===== config.mk =====
export PLATFORM = sky130hd
export DESIGN_NAME = pipe_result_fifo_flat
export DESIGN_NICKNAME = d
export VERILOG_FILES = /design/src/rtl/pipe_pkg.sv /design/src/rtl/pipe_result_fifo_if.sv /design/src/rtl/pipe_valid_delay.sv /design/src/rtl/pipe_result_fifo.sv /design/src/flat_wrapper.sv
export SDC_FILE = /design/constraint.sdc
export NUM_CORES = 1
export LEC_CHECK = 0
export CORE_UTILIZATION = 39
export CTS_CLUSTER_SIZE = 28
export DETAILED_ROUTE_END_ITERATION = 12
export MAX_ROUTING_LAYER = met4
export RECOVER_POWER = 25
export SYNTH_ARGS = -nofsm -noshare
export SYNTH_HDL_FRONTEND = slang
export SYNTH_SLANG_ARGS = --single-unit

===== constraint.sdc =====
create_clock -name clk -period 3.8 [get_ports clk]
set_input_delay 1.14 -clock clk [delete_from_list [all_inputs] [get_ports clk]]
set_output_delay 1.14 -clock clk [all_outputs]
set_load 0.05 [all_outputs]

===== src/rtl/pipe_pkg.sv =====
// pipe_pkg -- constants shared by the result FIFO and the upstream pipelining
// stage, plus a saturating accumulate helper used by the optional running sum.
//   DATA_W    : width of the F result (10)
//   SUM_W     : width of the running-sum output (16)
//   LAT_DEF   : default pipeline latency from operand issue to valid F (3)
//   DEPTH_DEF : default FIFO depth (8)
package pipe_pkg;

  localparam int DATA_W    = 10;
  localparam int SUM_W     = 16;
  localparam int LAT_DEF   = 3;
  localparam int DEPTH_DEF = 8;

  // acc + v, clamped to all-ones instead of wrapping.
  function automatic logic [SUM_W-1:0] sat_add(input logic [SUM_W-1:0]  acc,
                                               input logic [DATA_W-1:0] v);
    logic [SUM_W:0] t;
    t = {1'b0, acc} + {{(SUM_W + 1 - DATA_W){1'b0}}, v};
    return t[SUM_W] ? {SUM_W{1'b1}} : t[SUM_W-1:0];
  endfunction

endpackage


===== src/rtl/pipe_result_fifo_if.sv =====
// pipe_result_fifo_if -- output handshake of the result FIFO.
//   out_data  : head sample (FIFO -> consumer)
//   out_valid : out_data holds a valid sample (FIFO -> consumer)
//   out_ready : consumer accepts the head sample (consumer -> FIFO)
// Handshake: a sample transfers on a rising clk edge where out_valid and
// out_ready are both high. Once out_valid is raised, out_valid and out_data
// hold steady until that transfer. out_ready carries no meaning while
// out_valid is low, and out_valid never depends combinationally on out_ready.
// Modports: master = FIFO side, slave = consumer side.
interface pipe_result_fifo_if;
  import pipe_pkg::*;

  logic [DATA_W-1:0] out_data;
  logic              out_valid;
  logic              out_ready;

  modport master (output out_data, output out_valid, input out_ready);
  modport slave  (input out_data, input out_valid, output out_ready);
endinterface


===== src/rtl/pipe_valid_delay.sv =====
// pipe_valid_delay -- LAT-stage shift register that tracks issue_valid down the
// pipeline, so q rises in the cycle whose f_in belongs to that issue.
//   clk : rising-edge clock
//   rst : synchronous active-high reset, empties every stage
//   d   : issue strobe
//   q   : strobe delayed by LAT cycles
module pipe_valid_delay #(
  parameter int LAT = 3
) (
  input  logic clk,
  input  logic rst,
  input  logic d,
  output logic q
);

  logic [LAT-1:0] sr;

  generate
    if (LAT == 1) begin : g_one
      always_ff @(posedge clk) begin
        if (rst) sr <= '0;
        else     sr <= d;
      end
    end else begin : g_many
      always_ff @(posedge clk) begin
        if (rst) sr <= '0;
        else     sr <= {sr[LAT-2:0], d};
      end
    end
  endgenerate

  assign q = sr[LAT-1];

endmodule


===== src/rtl/pipe_result_fifo.sv =====
// pipe_result_fifo -- captures the F result of a fixed-latency pipeline and
// buffers it in a DEPTH-entry FIFO for a ready/valid consumer.
//   clk, rst     : rising-edge clock, synchronous active-high reset
//   issue_valid  : operands presented to the pipeline this cycle
//   f_in         : F result, valid LAT cycles after its issue
//   res          : output handshake (out_data / out_valid / out_ready)
//   count        : occupancy, 0..DEPTH
//   full         : count == DEPTH
//   overflow     : sticky, a captured sample was dropped; clears only on rst
//   sum          : only with macro PIPE_RES_SUM_EN defined -- saturating total
//                  of accepted samples, updated the cycle after each push
module pipe_result_fifo
  import pipe_pkg::*;
#(
  parameter int LAT   = LAT_DEF,
  parameter int DEPTH = DEPTH_DEF
) (
  input  logic                     clk,
  input  logic                     rst,
  input  logic                     issue_valid,
  input  logic [DATA_W-1:0]        f_in,
  pipe_result_fifo_if.master       res,
  output logic [$clog2(DEPTH):0]   count,
  output logic                     full,
  output logic                     overflow
`ifdef PIPE_RES_SUM_EN
  ,
  output logic [SUM_W-1:0]         sum
`endif
);

  localparam int AW = $clog2(DEPTH);
  localparam int CW = AW + 1;
  localparam logic [CW-1:0] FULL_CNT = CW'(DEPTH);

  logic              cap;
  logic              push;
  logic              pop;
  logic [AW-1:0]     wptr;
  logic [AW-1:0]     rptr;
  logic [DATA_W-1:0] mem [DEPTH];

  pipe_valid_delay #(.LAT(LAT)) u_delay (
    .clk (clk),
    .rst (rst),
    .d   (issue_valid),
    .q   (cap)
  );

  // Output comes from registered state only; f_in never reaches out_data in
  // the same cycle. out_data reads 0 whenever the FIFO is empty.
  assign res.out_valid = (count != '0);
  assign res.out_data  = res.out_valid ? mem[rptr] : '0;
  assign full          = (count == FULL_CNT);

  assign pop  = res.out_valid && res.out_ready;
  // At full, a same-cycle pop frees the slot the new sample goes into.
  assign push = cap && (!full || pop);

  // Storage needs no reset: occupancy alone decides what is readable.
  always_ff @(posedge clk) begin
    if (!rst && push) mem[wptr] <= f_in;
  end

  // DEPTH is a power of two, so pointers wrap by natural overflow.
  always_ff @(posedge clk) begin
    if (rst) begin
      wptr     <= '0;
      rptr     <= '0;
      count    <= '0;
      overflow <= 1'b0;
    end else begin
      if (push) wptr <= wptr + 1'b1;
      if (pop)  rptr <= rptr + 1'b1;
      case ({push, pop})
        2'b10:   count <= count + 1'b1;
        2'b01:   count <= count - 1'b1;
        default: count <= count;
      endcase
      if (cap && full && !pop) overflow <= 1'b1;
    end
  end

`ifdef PIPE_RES_SUM_EN
  always_ff @(posedge clk) begin
    if (rst)       sum <= '0;
    else if (push) sum <= sat_add(sum, f_in);
  end
`endif

endmodule


===== src/flat_wrapper.sv =====
// flat-port wrapper written by rule: the top's interface ports become plain ports
module pipe_result_fifo_flat import pipe_pkg::*;
#(
  parameter int LAT   = LAT_DEF,
  parameter int DEPTH = DEPTH_DEF
)
  (clk, rst, issue_valid, f_in, count, full, overflow, res_out_data, res_out_valid, res_out_ready);
  pipe_result_fifo_if res_i ();
  input  logic clk;
  input  logic rst;
  input  logic issue_valid;
  input  logic [DATA_W-1:0] f_in;
  output logic [$clog2(DEPTH):0] count;
  output logic full;
  output logic overflow;
  output wire logic [$bits(res_i.out_data)-1:0] res_out_data;
  output wire logic [$bits(res_i.out_valid)-1:0] res_out_valid;
  input wire logic [$bits(res_i.out_ready)-1:0] res_out_ready;
  assign res_out_data = res_i.out_data;
  assign res_out_valid = res_i.out_valid;
  assign res_i.out_ready = res_out_ready;
  pipe_result_fifo #(.LAT(LAT), .DEPTH(DEPTH)) u_core (.clk(clk), .rst(rst), .issue_valid(issue_valid), .f_in(f_in), .res(res_i), .count(count), .full(full), .overflow(overflow));
endmodule

Yosys cells after proc, flatten, opt, wreduce, memory -nomap -nowiden
Memories as Yosys holds them, arrays and structs flattened. A register that Yosys moved wholly into a read port is not among the register bits.
Index checks and enable logic that the tools add are counted.
W data, S select, Z words.
{ "totals": {"elab_cells": 30, "inputBits": 14, "mem_count": 1, "ramBits": 80, "reg_bits": 14, "out_inout_bits": 17} }
{ "memory_table": {"columns": ["name", "depth", "width", "rd", "rd_clocked_by_memory_dff", "wr", "line", "source"], "rows": [
  ["u_core.mem", 8, 10, 1, 1, 1, "pipe_result_fifo.sv:41", "logic [DATA_W-1:0] mem [DEPTH];"]
]} }
{ "op_classes": {"n_reduce_logical": 11, "eq_ne": 3, "addsub": 4, "mux": 6} }
{ "op_table": {"columns": ["cell", "n"], "rows": [
  ["$mux W10", 1],
  ["$pmux W4 S2", 1],
  ["$add A3 B1 Y3 const B", 2],
  ["$mux W3", 2],
  ["$logic_and A1 B1 Y1", 5],
  ["$add A4 B1 Y4 const B", 1],
  ["$eq A4 B4 Y1 const B", 1],
  ["$reduce_bool A4 Y1", 1],
  ["$sub A4 B1 Y4 const B", 1],
  ["$logic_not A1 Y1", 3],
  ["$eq A2 B1 Y1 const B", 1],
  ["$eq A2 B2 Y1 const B", 1],
  ["$mux W1", 2],
  ["$reduce_bool A2 Y1", 1],
  ["$logic_or A1 B1 Y1", 1]
]} }

Depth between registers and ports, before layout
Gate-level depths: netlist of run 1.
{ "logic_depth": {"word_depth": 7, "depth_mapped": 9, "mapped_depth_nobuf": 8} }

Cells and area by module
Synthesis of run 1 repeated with hierarchy kept, for this count alone.
{ "hier_totals": {"hier_cells": 225, "hier_area_um2": 3897.5} }
{ "modules_own_cells": {"columns": ["mod", "seq_area_each_um2", "cells_per_inst", "area_per_inst_um2", "n_inst"], "rows": [
  ["pipe_result_fifo", 2682.6, 219, 3818.7, 1],
  ["pipe_valid_delay", 60.1, 6, 78.8, 1]
]} }

Least setup slack after synthesis of run 1
No wires, ideal clock.
{ "synth_path": {"kind": "input to register", "start": "input port res_out_ready", "end": "memory u_core.mem[0][0], enable pin", "t_arrival_ps": 2760, "setup_slack_ps": 637, "required_ps": 3397, "n_path_buf": 1, "cell_stages": 4, "setup_time_ps": 403, "path_cell_list": "buf_2 o21ai_4 or2_2 nor4_1"} }
{ "synth_between": {"elab_chain_cells": 6} }
{ "synth_rtl": {"columns": ["item", "line", "source"], "rows": [
  ["start, declared", "flat_wrapper.sv:18", "input wire logic [$bits(res_i.out_ready)-1:0] res_out_ready;"],
  ["$logic_and A1 B1 Y1", "pipe_result_fifo.sv:56", "assign pop = res.out_valid && res.out_ready;"],
  ["$logic_or A1 B1 Y1", "pipe_result_fifo.sv:58", "assign push = cap && (!full || pop);"],
  ["$logic_and A1 B1 Y1", "pipe_result_fifo.sv:58", null],
  ["$logic_and A1 B1 Y1", "pipe_result_fifo.sv:62", "if (!rst && push) mem[wptr] <= f_in;"],
  ["$mux W1", "pipe_result_fifo.sv:62", null],
  ["$mux W1 (implied by the code)", "pipe_result_fifo.sv:62", null],
  ["end, declared", "pipe_result_fifo.sv:41", null]
]} }
No other way between the ends.

Final worst setup path of run 1
{ "layout_path": {"start": "register u_core.count[0]", "end": "output port full"} }
{ "layout_between": {"elab_chain_cells": 1} }
{ "layout_rtl": {"columns": ["item", "line", "source"], "rows": [
  ["start, declared", "pipe_result_fifo.sv:23", "output logic [$clog2(DEPTH):0] count,"],
  ["start signal, assigned", "pipe_result_fifo.sv:76", "2'b10: count <= count + 1'b1;"],
  ["start signal, assigned", "pipe_result_fifo.sv:77", "2'b01: count <= count - 1'b1;"],
  ["start signal, assigned", "pipe_result_fifo.sv:78", "default: count <= count;"],
  ["$eq A4 B4 Y1", "pipe_result_fifo.sv:54", "assign full = (count == FULL_CNT);"],
  ["end, declared", "flat_wrapper.sv:14", "output logic full;"]
]} }
No other way between the ends.

==> metrics.txt, run 1 <==
crit path max fanout=10; Die ar.=10400 um2; Routability Congestion=0.729; measured slew at the worst slew-check pin=between 0.7 and 0.8 ns; Pwr Density=580 nW/um2; Iter 0 DRT Violations=a little over 70; RSZ-0062 raised after global routing=false; Synth cell types=37; Synth Instances=between 200 and 250; Max clock buf depth=2; slowest stage delay, CP=~0.8 ns; required time worst endpoint=approximately 2.7 ns; PostCTS Resize Cnt=0; vias in the first global route=about 2000; CP endpoint kind=output pin; pre-CTS setup slack=a little over 0.6 ns; Synth Register Bits=97; router iterations before antenna repair=4; Post-CTS Setup Inserts=0; Critical-path top delay cell=clkdlybuf4s50_1; Cell Rows=36; die height=between 100 and 150 um; initial antenna violation count=0; Max Cap Violations=0; ys async rst share=0%; antenna-violating nets left=0; clock tree sinks=a little under 100; Root Driver=clkbuf_8; via count=1993; Mapped Avg Cell Area=approximately 18 um2; nets=280; GR Util All Layers=between 10% and 20%; grt ovf=0; Initial Util=40.1%; Area growth syn-to-layout=17.7%; Synth Cell Area=3900 um2; Syn. warnings=0; # setup viols final=0; Ant. Diodes=0; syn nets=between 200 and 250; Leak=1.48 nW; Worst setup SP type=register; DRC=0; fill count=860; share of layout cells above drive strength 1=a little over a quarter; IO Pins=31; Die Width=about 100 um; Setup TNS=0 ns; crit path cell chain=or4b_4, inv_2, clkdlybuf4s50_1; Hold-fix buffers, CTS=0; final hold viol count=0; Worst Slack Setup Final=roughly 0.34 ns; DRT Wirelength=between 7000 and 8000 um; number of port buffers=30; clk_lat worst skew=around 0.37 ns; DP Wirelength=roughly 4100 um; Setup CP Type=register to output pin; peak supply drop=around 0.17 mV; number of flops mapped to enable cells by yosys=80; clk_skew=between 0.015 and 0.02 ns; H-tree depth=3; Seq/Total Area, Yosys=70.4%; core area=approximately 9700 um2; WHS=approximately 0.45 ns; TritonCTS Buffers=9; first-pass GRT wire length=about 11000 um; CTS clk-pin slew, worst paths=~0.10 ns; Max Slew Vio Count=0; DR WL/cell=about 18 um; fmax=between 200 and 300 MHz; Primary FF master, synth=edfxtp_1; largest net degree at the start of global routing=21; worst hold path class=register to register; Tmin final=3.46 ns; Tcrit/Tclk final=~90%; status=completed; Max-Slew Margin vs Limit=between 40 and 50%; Vias/cell=approximately 5.0; CTS tree=done; Worst EP arrival=2.32 ns
-- final cells by class --
class | instances | area (um2) | area share, %
well taps | 133 | 166 | 3.63
clock buffers | 10 | 128 | 2.78
clock inverters | 6 | 65.1 | 1.42
repair buffers | 44 | 380 | 8.29
flip-flops and latches | 97 | 2740 | 59.8
inverters | 4 | 15.0 | 0.327
multi-input cells | 107 | 1090 | 23.7
-- routing by layer --
layer	global-route usage [%]	wire length (um)	vias to the layer above
met2	22.6	3340	25
met4	7.58	108	0
met3	2.46	167	10
li1	-	-	945
met1	20.0	3440	1013
met5	-	0	-
-- Yosys cell counts, types with 4 or more instances --
cell type / instances / area share [%]
nand2_1: 4 / 0.39
xnor2_1: 4 / 0.90
nor2_1: 23 / 2.2
edfxtp_1: 80 / 62
mux2i_1: 12 / 3.1
buf_2: 5 / 0.64
nor4_1: 4 / 0.64
nor3_1: 5 / 0.64
clkbuf_1: 6 / 0.58
nand2b_1: 4 / 0.64
dfxtp_1: 17 / 8.7
mux4_2: 20 / 12
-- per-stage QoR --
stage | std cells | instance area [um2] | utilization [%] | power [mW]
after CTS | 401 | 4590 | 47.1 | 2.70
final | 401 | 4590 | 47.1 | 2.66
after global placement | 385 | 4390 | 45.2 | 2.03
after detailed placement | 385 | 4390 | 45.2 | 2.04
after floorplan | 222 | 3900 | - | 1.82
after global routing | 401 | 4590 | 47.1 | 2.77
-- worst max-delay path, delay by kind of cell, from the launching register on --
| family | cells | cell delay [ns] |
|---|---|---|
| buf+inv | 2 | 0.87 |
| flops | 1 | 0.44 |
| simple gates | 1 | 0.64 |
-- registers in the layout, indices dropped and copies added (netlist names), named ones only --
| signal | cells |
|---|---|
| u_core.mem | 80 |
| u_core.count | 4 |
| u_core.rptr | 3 |
| u_core.u_delay.sr | 3 |
| u_core.wptr | 3 |
| u_core.overflow | 1 |
-- placed cells by master, fill, tap and decap left out, drive strengths merged, types with 3 or more instances in the layout --
cell	n
clkdlybuf4s50	13
nor2b	3
buf	24
dlygate4sd3	7
dfxtp	17
nor3	5
xor2	3
clkbuf	10
nor2	23
xnor2	4
ha	3
nor4	4
mux4	20
inv	6
mux2i	12
nand2	4
nand2b	4
edfxtp	80
a21oi	3
-- where the power goes --
| group | internal, mW | switching (mW) | total, mW | leakage (nW) |
|---|---|---|---|---|
| Sequential | 1.17 | 0.0409 | 1.21 | 0.857 |
| Clock | 0.307 | 0.356 | 0.663 | 0.0971 |
| Combinational | 0.309 | 0.476 | 0.785 | 0.523 |
-- worst paths after layout --
check,start,end,slack [ns],cells after the start
setup / recovery,u_core.count[0],full,0.34,3
hold / removal,u_core.u_delay.sr[0],u_core.u_delay.sr[1],0.45,1
setup reg to reg,u_core.count[0],u_core.count[2],1.55,8
hold reg to reg,u_core.u_delay.sr[0],u_core.u_delay.sr[1],0.45,1
-- logic make-up (layout without fill, tap and decap cells) --
group,Yosys count,count (layout),synth area share (%)
flip-flops,97,97,70.4
AND/OR/NAND/NOR,52,52,6.81
multiplexers,32,32,14.6
buffers and inverters,18,64,2.18
AO/OA/AOI/OAI,13,13,3.47
XOR/XNOR,7,7,1.57
adder cells (fa/ha/maj),3,3,0.963
No activity file was read; power rests on OpenSTA's default activity.
==> run 2: changes to the inputs <==
--- a/config.mk
+++ b/config.mk
@@ -8,8 +8,8 @@
 export CORE_UTILIZATION = 39
 export CTS_CLUSTER_SIZE = 28
 export DETAILED_ROUTE_END_ITERATION = 12
-export MAX_ROUTING_LAYER = met4
 export RECOVER_POWER = 25
+export SETUP_SLACK_MARGIN = 0.1
 export SYNTH_ARGS = -nofsm -noshare
 export SYNTH_HDL_FRONTEND = slang
 export SYNTH_SLANG_ARGS = --single-unit
==> constraint.sdc (replaced) <==
create_clock -name clk -period 3.1 [get_ports clk]
set_input_delay 0.93 -clock clk [delete_from_list [all_inputs] [get_ports clk]]
set_output_delay 0.93 -clock clk [all_outputs]
set_load 0.05 [all_outputs]
==> run 2 against run 1 <==
Worst setup slack got worse by 0.075 ns. Sequential power rose by 23%. Largest power group unchanged. Clock power rose by 32%.
==> metrics.txt, run 2 (synthesis gave the netlist of run 1 again) <==
Tmin final=around 2.8 ns; Hold-fix buffers, CTS=0 (unchanged); required time worst endpoint=2.17 ns (-0.49 ns); Pint=2.23 mW (+25%); die height=102 um (unchanged); Post-Layout Inst Area=4660 um2 (+1.6%); status=completed; vias in the first global route=2040 (+2.6%); NetSw=1.12 mW (+29%); CP endpoint kind=output pin; clock tree sinks=97 (unchanged); FF-to-FF setup slack=0.81 ns (-0.74 ns); antenna-violating nets left=0 (unchanged); Ant. Diodes=0 (unchanged); Worst R2R End=u_core.count[2]; Hold Crit Depth=1 (unchanged); Area growth syn-to-layout=19.5%; DRC=0 (unchanged); Post-CTS Setup Inserts=0 (unchanged); R2R Path Start=u_core.count[0]; Leak=1.53 nW (+3.6%); Setup TNS=0 ns (unchanged); sequential share of power=44.5% (-1.1 points); DP Wirelength=4470 um (+9.3%); initial antenna violation count=0 (unchanged); Top reg by flops=u_core.mem; Die ar.=10400 um2 (unchanged); placed instance area=4430 um2 (+0.91%); DRT Wirelength=7060 um (about the same); RSZ-0062 raised after global routing=false; Iter 0 DRT Violations=186 (+160%); core area=9730 um2 (unchanged); Cell Rows=36 (unchanged); Max clock buf depth=2 (unchanged); final hold viol count=0 (unchanged); most common cell after layout, fill and taps aside=edfxtp_1; clk_skew=0.0128 ns (-0.00355 ns); TritonCTS Buffers=9 (unchanged); Combinational Power Share=29.4% (about the same); clock network power share=26.1% (+1.2 points); Largest regs=u_core.mem: 80 flops, u_core.count: 4 flops; Vias/cell=5.00 (+0.60%); Root Driver=clkbuf_8; Die Width=102 um (unchanged); Tcrit/Tclk final=around 92%; # setup viols final=0 (unchanged); CTS tree=done; Worst setup SP type=register; router iterations before antenna repair=4 (unchanged); switch share=33.5% (+0.71 points); Hold Path Sink=u_core.u_delay.sr[2]; CTS clk-pin slew, worst paths=0.10 ns (about the same); H-tree depth=3 (unchanged); grt ovf=0 (unchanged); via count=2025 (+1.6%); DR WL/cell=17.4 um (-0.97%); crit path max fanout=20 (+10); peak supply drop=0.234 mV (+36%); worst hold path class=register to register; worst r2r path cells=8 (unchanged); fmax=about 350 MHz; Setup CP Type=register to output pin; Pwr Density=720 nW/um2 (+24%); PostCTS Resize Cnt=0 (unchanged); IO Pins=31 (unchanged); measured slew at the worst slew-check pin=0.514 ns (-0.241 ns); max reg flops=80 (unchanged); Max Cap Violations=0 (unchanged); Routability Congestion=0.713 (-2.3%); first-pass GRT wire length=11100 um (+5.0%); clk_lat worst skew=0.37 ns (about the same); Worst EP arrival=1.91 ns (-0.41 ns); WHS=0.447 ns (-0.00663 ns); number of port buffers=30 (unchanged); most frequent cells in the layout=edfxtp_1 (80), buf_4 (28), nor2_1 (23), mux4_2 (20), dfxtp_1 (17); Max-Slew Margin vs Limit=65.7% (+16 points); HP Start=u_core.u_delay.sr[1]; nets=284 (+1.4%); share of layout cells above drive strength 1=28.7% (+1.8 points); Initial Util=40.1% (unchanged); largest net degree at the start of global routing=21 (unchanged); GR Util All Layers=15.2% (+0.081 points); Max Slew Vio Count=0 (unchanged)
## run 2: cell types whose count changed in the layout (fill, tap and decap cells not counted)
cell	previous run	this run
clkinv_8	0	2
clkinvlp_4	1	0
dlymetal6s2s_1	0	1
clkdlybuf4s50_1	13	11
clkinv_2	2	0
buf_4	24	28
clkbuf_1	1	0
clkinv_4	0	1
buf_12	0	1
inv_6	2	3
## run 2: area by class of cell
type	instances	area (um2)
inverters	4	15.0
flip-flops and latches	97	2740
repair buffers	48	423
clock inverters	7	97.6
well taps	133	166
multi-input cells	107	1090
fillers	876	5070
clock buffers	9	124
## run 2: power groups by stage
stage	Combinational [mW]	Clock, mW	Sequential (mW)
floorplan	0.705	0	1.53
global placement	0.998	0	1.52
detailed placement	1.00	0	1.52
CTS	1.01	0.907	1.49
global route	1.06	0.950	1.50
finish	0.985	0.875	1.49
## run 2: how the worst max path moves through the flow
stage,endpoint,slack (ns),depth (start not counted)
2_1_floorplan,u_core.mem[0][0],0.15,4
3_3_place_gp,u_core.count[2],0.18,9
3_5_place_dp,u_core.count[2],0.10,9
4_1_cts,res_out_valid,0.12,3
5_1_grt,res_out_data[5],0.16,5
6_report,res_out_data[5],0.26,5
## run 2: worst max-delay path, stage by stage, from the launching register on
cell and delay (ns):
dfxtp_1 0.37, buf_12 0.21, mux4_2 0.52, mux2i_1 0.20, nor2_1 0.06, buf_4 0.19
## run 2: stage by stage
stage	power [mW]	setup slack, ns	utilization, %	cells
finish	3.35	0.262	47.9	405
global route	3.51	0.161	47.9	405
CTS	3.41	0.123	47.8	405
detailed placement	2.53	0.103	45.6	389
global placement	2.52	0.179	45.6	389
floorplan	2.23	0.147	-	222
## run 2: layer usage
metal | part of all wire [%] | wire, um | track usage, %
met1 | 47 | 3300 | 20.7
met2 | 48 | 3360 | 23.3
met3 | 3.5 | 250 | 3.01
met4 | 2.1 | 151 | 7.69
met5 | 0 | 0 | 0
==> RTL edit 1, RTL diff (config.mk and constraints of run 1) <==
The package constant `DEPTH_DEF` goes from 8 to 16. Comments in the files are not updated.
--- a/src/rtl/pipe_pkg.sv
+++ b/src/rtl/pipe_pkg.sv
@@ -9,7 +9,7 @@
   localparam int DATA_W    = 10;
   localparam int SUM_W     = 16;
   localparam int LAT_DEF   = 3;
-  localparam int DEPTH_DEF = 8;
+  localparam int DEPTH_DEF = 16;
 
   // acc + v, clamped to all-ones instead of wrapping.
   function automatic logic [SUM_W-1:0] sat_add(input logic [SUM_W-1:0]  acc,
Ports: changed (resized count); port bits go from 31 to 32. The function was not compared with the original's and may differ.
==> RTL edit 1 against run 1 <==
Sequential cell count increased by 84; final cell count is 70% higher; cell area is 86% higher; routed wire length increased by 97%; worst hold slack worse by 24 ps; register-to-register slack lost 560 ps; worst setup slack got worse by 68 ps; via count is 81% higher; power rose by 110%; area after synthesis up 83%; non-clock buffer count rose by 22; critical path depth is the same.
==> RTL edit 1: results (changes against run 1) <==
| Metric | Value |
|---|---|
| Post-synth EDFFs | 160 (was 80) |
| Final #Nets | 461 (was 280) |
| Met2 usage in global routing | 0.265 (was 0.226) |
| R2R setup slack | 990 ps (was 1550 ps) |
| Switching Fraction | 0.311 (was 0.328) |
| Via density | 5.29 (was 4.97) |
| Drt first pass iters | 5 (was 4) |
| Net switching power | 1.72 mW (was 0.873 mW) |
| Met3 WL post-DR | 767 um (was 167 um) |
| H-tree levels | 4 (was 3) |
| Port buffer count | 31 (was 30) |
| DR WL/cell | 20.4 um (was 17.6 um) |
| Routing usage on met3 | 0.0449 (was 0.0246) |
| Clock Latency Late Sink | 430 ps (was 370 ps) |
| Final std cells w/o fill | 683 (was 401) |
| Tot GR Track Use | 0.168 (was 0.151) |
| Worst vdd ir | 580 uV (was 173 uV) |
| M1 GR Usage | 0.210 (was 0.200) |
| Power Sequential | 2.25 mW (was 1.21 mW) |
| P_leak | 2.72 nW (was 1.48 nW) |
| Mapped Avg Cell Area | 19.1 um^2 (was 17.6 um^2) |
| Total combinational power | 1.47 mW (was 0.785 mW) |
| Filler cells | 1,489 (was 860) |
| Register Area | 0.00523 mm^2 (was 0.00274 mm^2) |
| Reg2Reg Capture Point | u_core.count[4] (was u_core.count[2]) |
| Vias in the first global route | 3,655 (was 1,989) |
| DP Area | 0.00791 mm^2 (was 0.00439 mm^2) |
| Status | completed (unchanged) |
| TritonCTS Buffers | 17 (was 9) |
| Placed Instances | 651 (was 385) |
| Delay-heaviest family, CP | simple AND/OR/NAND/NOR gates (was buffers and inverters) |
| Netlist cell types | 39 (was 37) |
| CTS root buffer | clkbuf_16 (was clkbuf_8) |
| Largest regs | u_core.mem x160, u_core.count x5 (was u_core.mem x80, u_core.count x4) |
| Metal-1 WL | 6.09 mm (was 3.44 mm) |
| Tightest Pin Transition | 918 ps (was 754 ps) |
## RTL edit 1: logic make-up (layout without fill, tap and decap cells)
family	after synthesis	after routing	synth area share
DFF	181	181	0.733
and+or+nand+nor	68	68	0.0469
muxes	65	65	0.162
AOI/OAI and AO/OA	28	28	0.0277
buffers and inverters	20	100	0.0126
adders and majority gates	6	6	0.0105
xor gates and xnor gates	6	6	0.00737
## RTL edit 1: worst max-delay path by stage
stage | start | to | slack, ps | depth (start not counted)
floorplan | u_core.count[0] | res_out_data[0] | 110 | 4
global placement | res_out_ready | u_core.count[4] | 380 | 9
detailed placement | res_out_ready | u_core.count[4] | 320 | 9
CTS | u_core.count[3] | res_out_valid | 230 | 3
global route | u_core.count[3] | res_out_valid | 90 | 3
finish | u_core.count[3] | res_out_valid | 270 | 3
## RTL edit 1: final cells by class
type                       instances  area share
sequential                       181       0.614
multi-input combinational        173       0.213
timing repair buffer              66      0.0668
clock buffer                      17      0.0499
tap                              229      0.0336
clock inverter                    15      0.0223
inverter                           2    0.000881
==> RTL edit 2, RTL diff (settings of run 1) <==
Without the edit above. Put one more register stage on the output `count`. The value now appears one clock later. The other outputs are not delayed to match.
--- a/src/rtl/pipe_result_fifo.sv
+++ b/src/rtl/pipe_result_fifo.sv
@@ -33,6 +33,8 @@
   localparam int CW = AW + 1;
   localparam logic [CW-1:0] FULL_CNT = CW'(DEPTH);
 
+  logic [$clog2(DEPTH):0] count_s0;
+
   logic              cap;
   logic              push;
   logic              pop;
@@ -49,9 +51,9 @@
 
   // Output comes from registered state only; f_in never reaches out_data in
   // the same cycle. out_data reads 0 whenever the FIFO is empty.
-  assign res.out_valid = (count != '0);
+  assign res.out_valid = (count_s0 != '0);
   assign res.out_data  = res.out_valid ? mem[rptr] : '0;
-  assign full          = (count == FULL_CNT);
+  assign full          = (count_s0 == FULL_CNT);
 
   assign pop  = res.out_valid && res.out_ready;
   // At full, a same-cycle pop frees the slot the new sample goes into.
@@ -67,15 +69,15 @@
     if (rst) begin
       wptr     <= '0;
       rptr     <= '0;
-      count    <= '0;
+      count_s0 <= '0;
       overflow <= 1'b0;
     end else begin
       if (push) wptr <= wptr + 1'b1;
       if (pop)  rptr <= rptr + 1'b1;
       case ({push, pop})
-        2'b10:   count <= count + 1'b1;
-        2'b01:   count <= count - 1'b1;
-        default: count <= count;
+        2'b10:   count_s0 <= count_s0 + 1'b1;
+        2'b01:   count_s0 <= count_s0 - 1'b1;
+        default: count_s0 <= count_s0;
       endcase
       if (cap && full && !pop) overflow <= 1'b1;
     end
@@ -88,5 +90,9 @@
   end
 `endif
 
+  always_ff @(posedge clk) begin
+    count <= count_s0;
+  end
+
 endmodule
 
Formal check against the unedited RTL: not equivalent (Yosys sat finds a counterexample within 10 cycles, from zero or initial values and one cycle with rst high).
==> RTL edit 2 against run 1 <==
Register-to-register slack is essentially flat; cell area increased by 1.4%; routed wire length shrank 1.7%; die area increased by 1.6%; sequential share of layout area grew 0.87 points; power increased by 1.9%; sequential cell count is 4 higher; worst setup slack better by 27 ps; area after synthesis rose by 1.7%; highest routed layer unchanged.
==> RTL edit 2: results (changes against run 1) <==
| Metric | Value |
|---|---|
| WL final | 6.94 mm (was 7.06 mm) |
| Worst vdd ir | 221 uV (was 173 uV) |
| Internal power | 1.84 mW (was 1.79 mW) |
| Via density | 5.04 (was 4.97) |
| First DRT Iteration DRCs | 130 (was 71) |
| Filler cells | 890 (was 860) |
| Final #Nets | 283 (was 280) |
| First-pass GRT wire length | 11.1 mm (was 10.6 mm) |
| Post-synthesis compound-gate area fraction | 0.0284 (was 0.0347) |
| Adder and majority gate portion of the synthesized area | 0.00947 (was 0.00963) |
| Seq/Total Area, Yosys | 0.712 (was 0.704) |
| Gpl congestion | 0.740 (was 0.729) |
| P_leak | 1.50 nW (was 1.48 nW) |
| Crit path DAT | 2300 ps (was 2320 ps) |
| Vias in the first global route | 2,090 (was 1,989) |
| Netlist cell types | 38 (was 37) |
| Status | completed (unchanged) |
| Synth top area cells | edfxtp_1, mux4_2, dfxtp_1, mux2i_1, nor2_1 (unchanged) |
| Tightest Pin Transition | 725 ps (was 754 ps) |
| Xor and xnor fraction of the mapped netlist area | 0.0177 (was 0.0157) |
| Layout cells sized above 1 | 0.252 (was 0.269) |
| Syn nets | 243 (was 239) |
| Detailed placer's ending HPWL | 4.20 mm (was 4.09 mm) |
| Clk_skew | 12.0 ps (was 16.3 ps) |
| Largest regs | u_core.mem x80, u_core.count x4, u_core.count_s0 x4 (was u_core.mem x80, u_core.count x4) |
| Synth top cells by count | edfxtp_1, nor2_1, dfxtp_1 (was edfxtp_1, nor2_1, mux4_2) |
[RTL edit 2: cell types whose count changed after synthesis, moves of 2 or more]
cell,delta
o211ai_1,+2
nor2_1,+2
dfxtp_1,+4
o211ai_2,-2
[RTL edit 2: logic make-up after synthesis]
| kind of cell | Yosys count |
|---|---|
| simple gates | 52 |
| compound gates | 12 |
| fa+ha+maj | 3 |
| flops | 101 |
| mux | 32 |
| xor+xnor | 8 |
| buf+inv | 18 |
[RTL edit 2: area by class of cell]
cell class	instances	area [um^2]	share of cell area
clock buffers	9	124	0.0266
clock inverters	6	71.3	0.0153
inverters	4	15.0	0.00323
multi-input cells	107	1080	0.232
flip-flops and latches	101	2820	0.607
well taps	133	166	0.0358
repair buffers	43	373	0.0802
[RTL edit 2: metal layers]
metal	global-route usage	routed length, um	share of wire
met3	0.0319	343	0.049
met4	0.0715	70	0.010
met2	0.228	3350	0.48
met1	0.205	3170	0.46
met5	-	0	0
[RTL edit 2: power groups by stage]
stage	combinational [mW]	sequential [mW]	clock, mW
6_report	0.775	1.27	0.669
5_1_grt	0.843	1.28	0.740
4_1_cts	0.786	1.27	0.694
3_5_place_dp	0.784	1.29	0
3_3_place_gp	0.781	1.29	0
2_1_floorplan	0.568	1.29	0
[RTL edit 2: worst register-to-register path: stages, from the launching register on]
cell,delay [ps]
dfxtp_1,430
o41ai_2,580
or2_2,230
xnor2_1,70
ha_1,220
nor2_1,130
nor4_1,70
a311oi_1,250
o221ai_1,140
[RTL edit 2: per-stage QoR]
step / instances / hold slack (ps) / area, um^2 / worst slack (ps) / utilization
after detailed placement: 388 / 437 / 4460 / 605 / 0.454
after global placement: 388 / 423 / 4460 / 653 / 0.454
after global routing: 403 / 466 / 4650 / 273 / 0.474
after floorplan: 226 / 332 / 3960 / 805 / -
after CTS: 403 / 459 / 4650 / 334 / 0.474
final: 403 / 449 / 4650 / 363 / 0.474
[RTL edit 2: worst paths after layout]
path                              from                    to  cells past startpoint
setup reg to reg    u_core.count_s0[0]    u_core.count_s0[2]                      8
setup / recovery    u_core.count_s0[0]                  full                      3
hold / removal    u_core.u_delay.sr[0]  u_core.u_delay.sr[1]                      1
hold reg to reg   u_core.u_delay.sr[0]  u_core.u_delay.sr[1]                      1
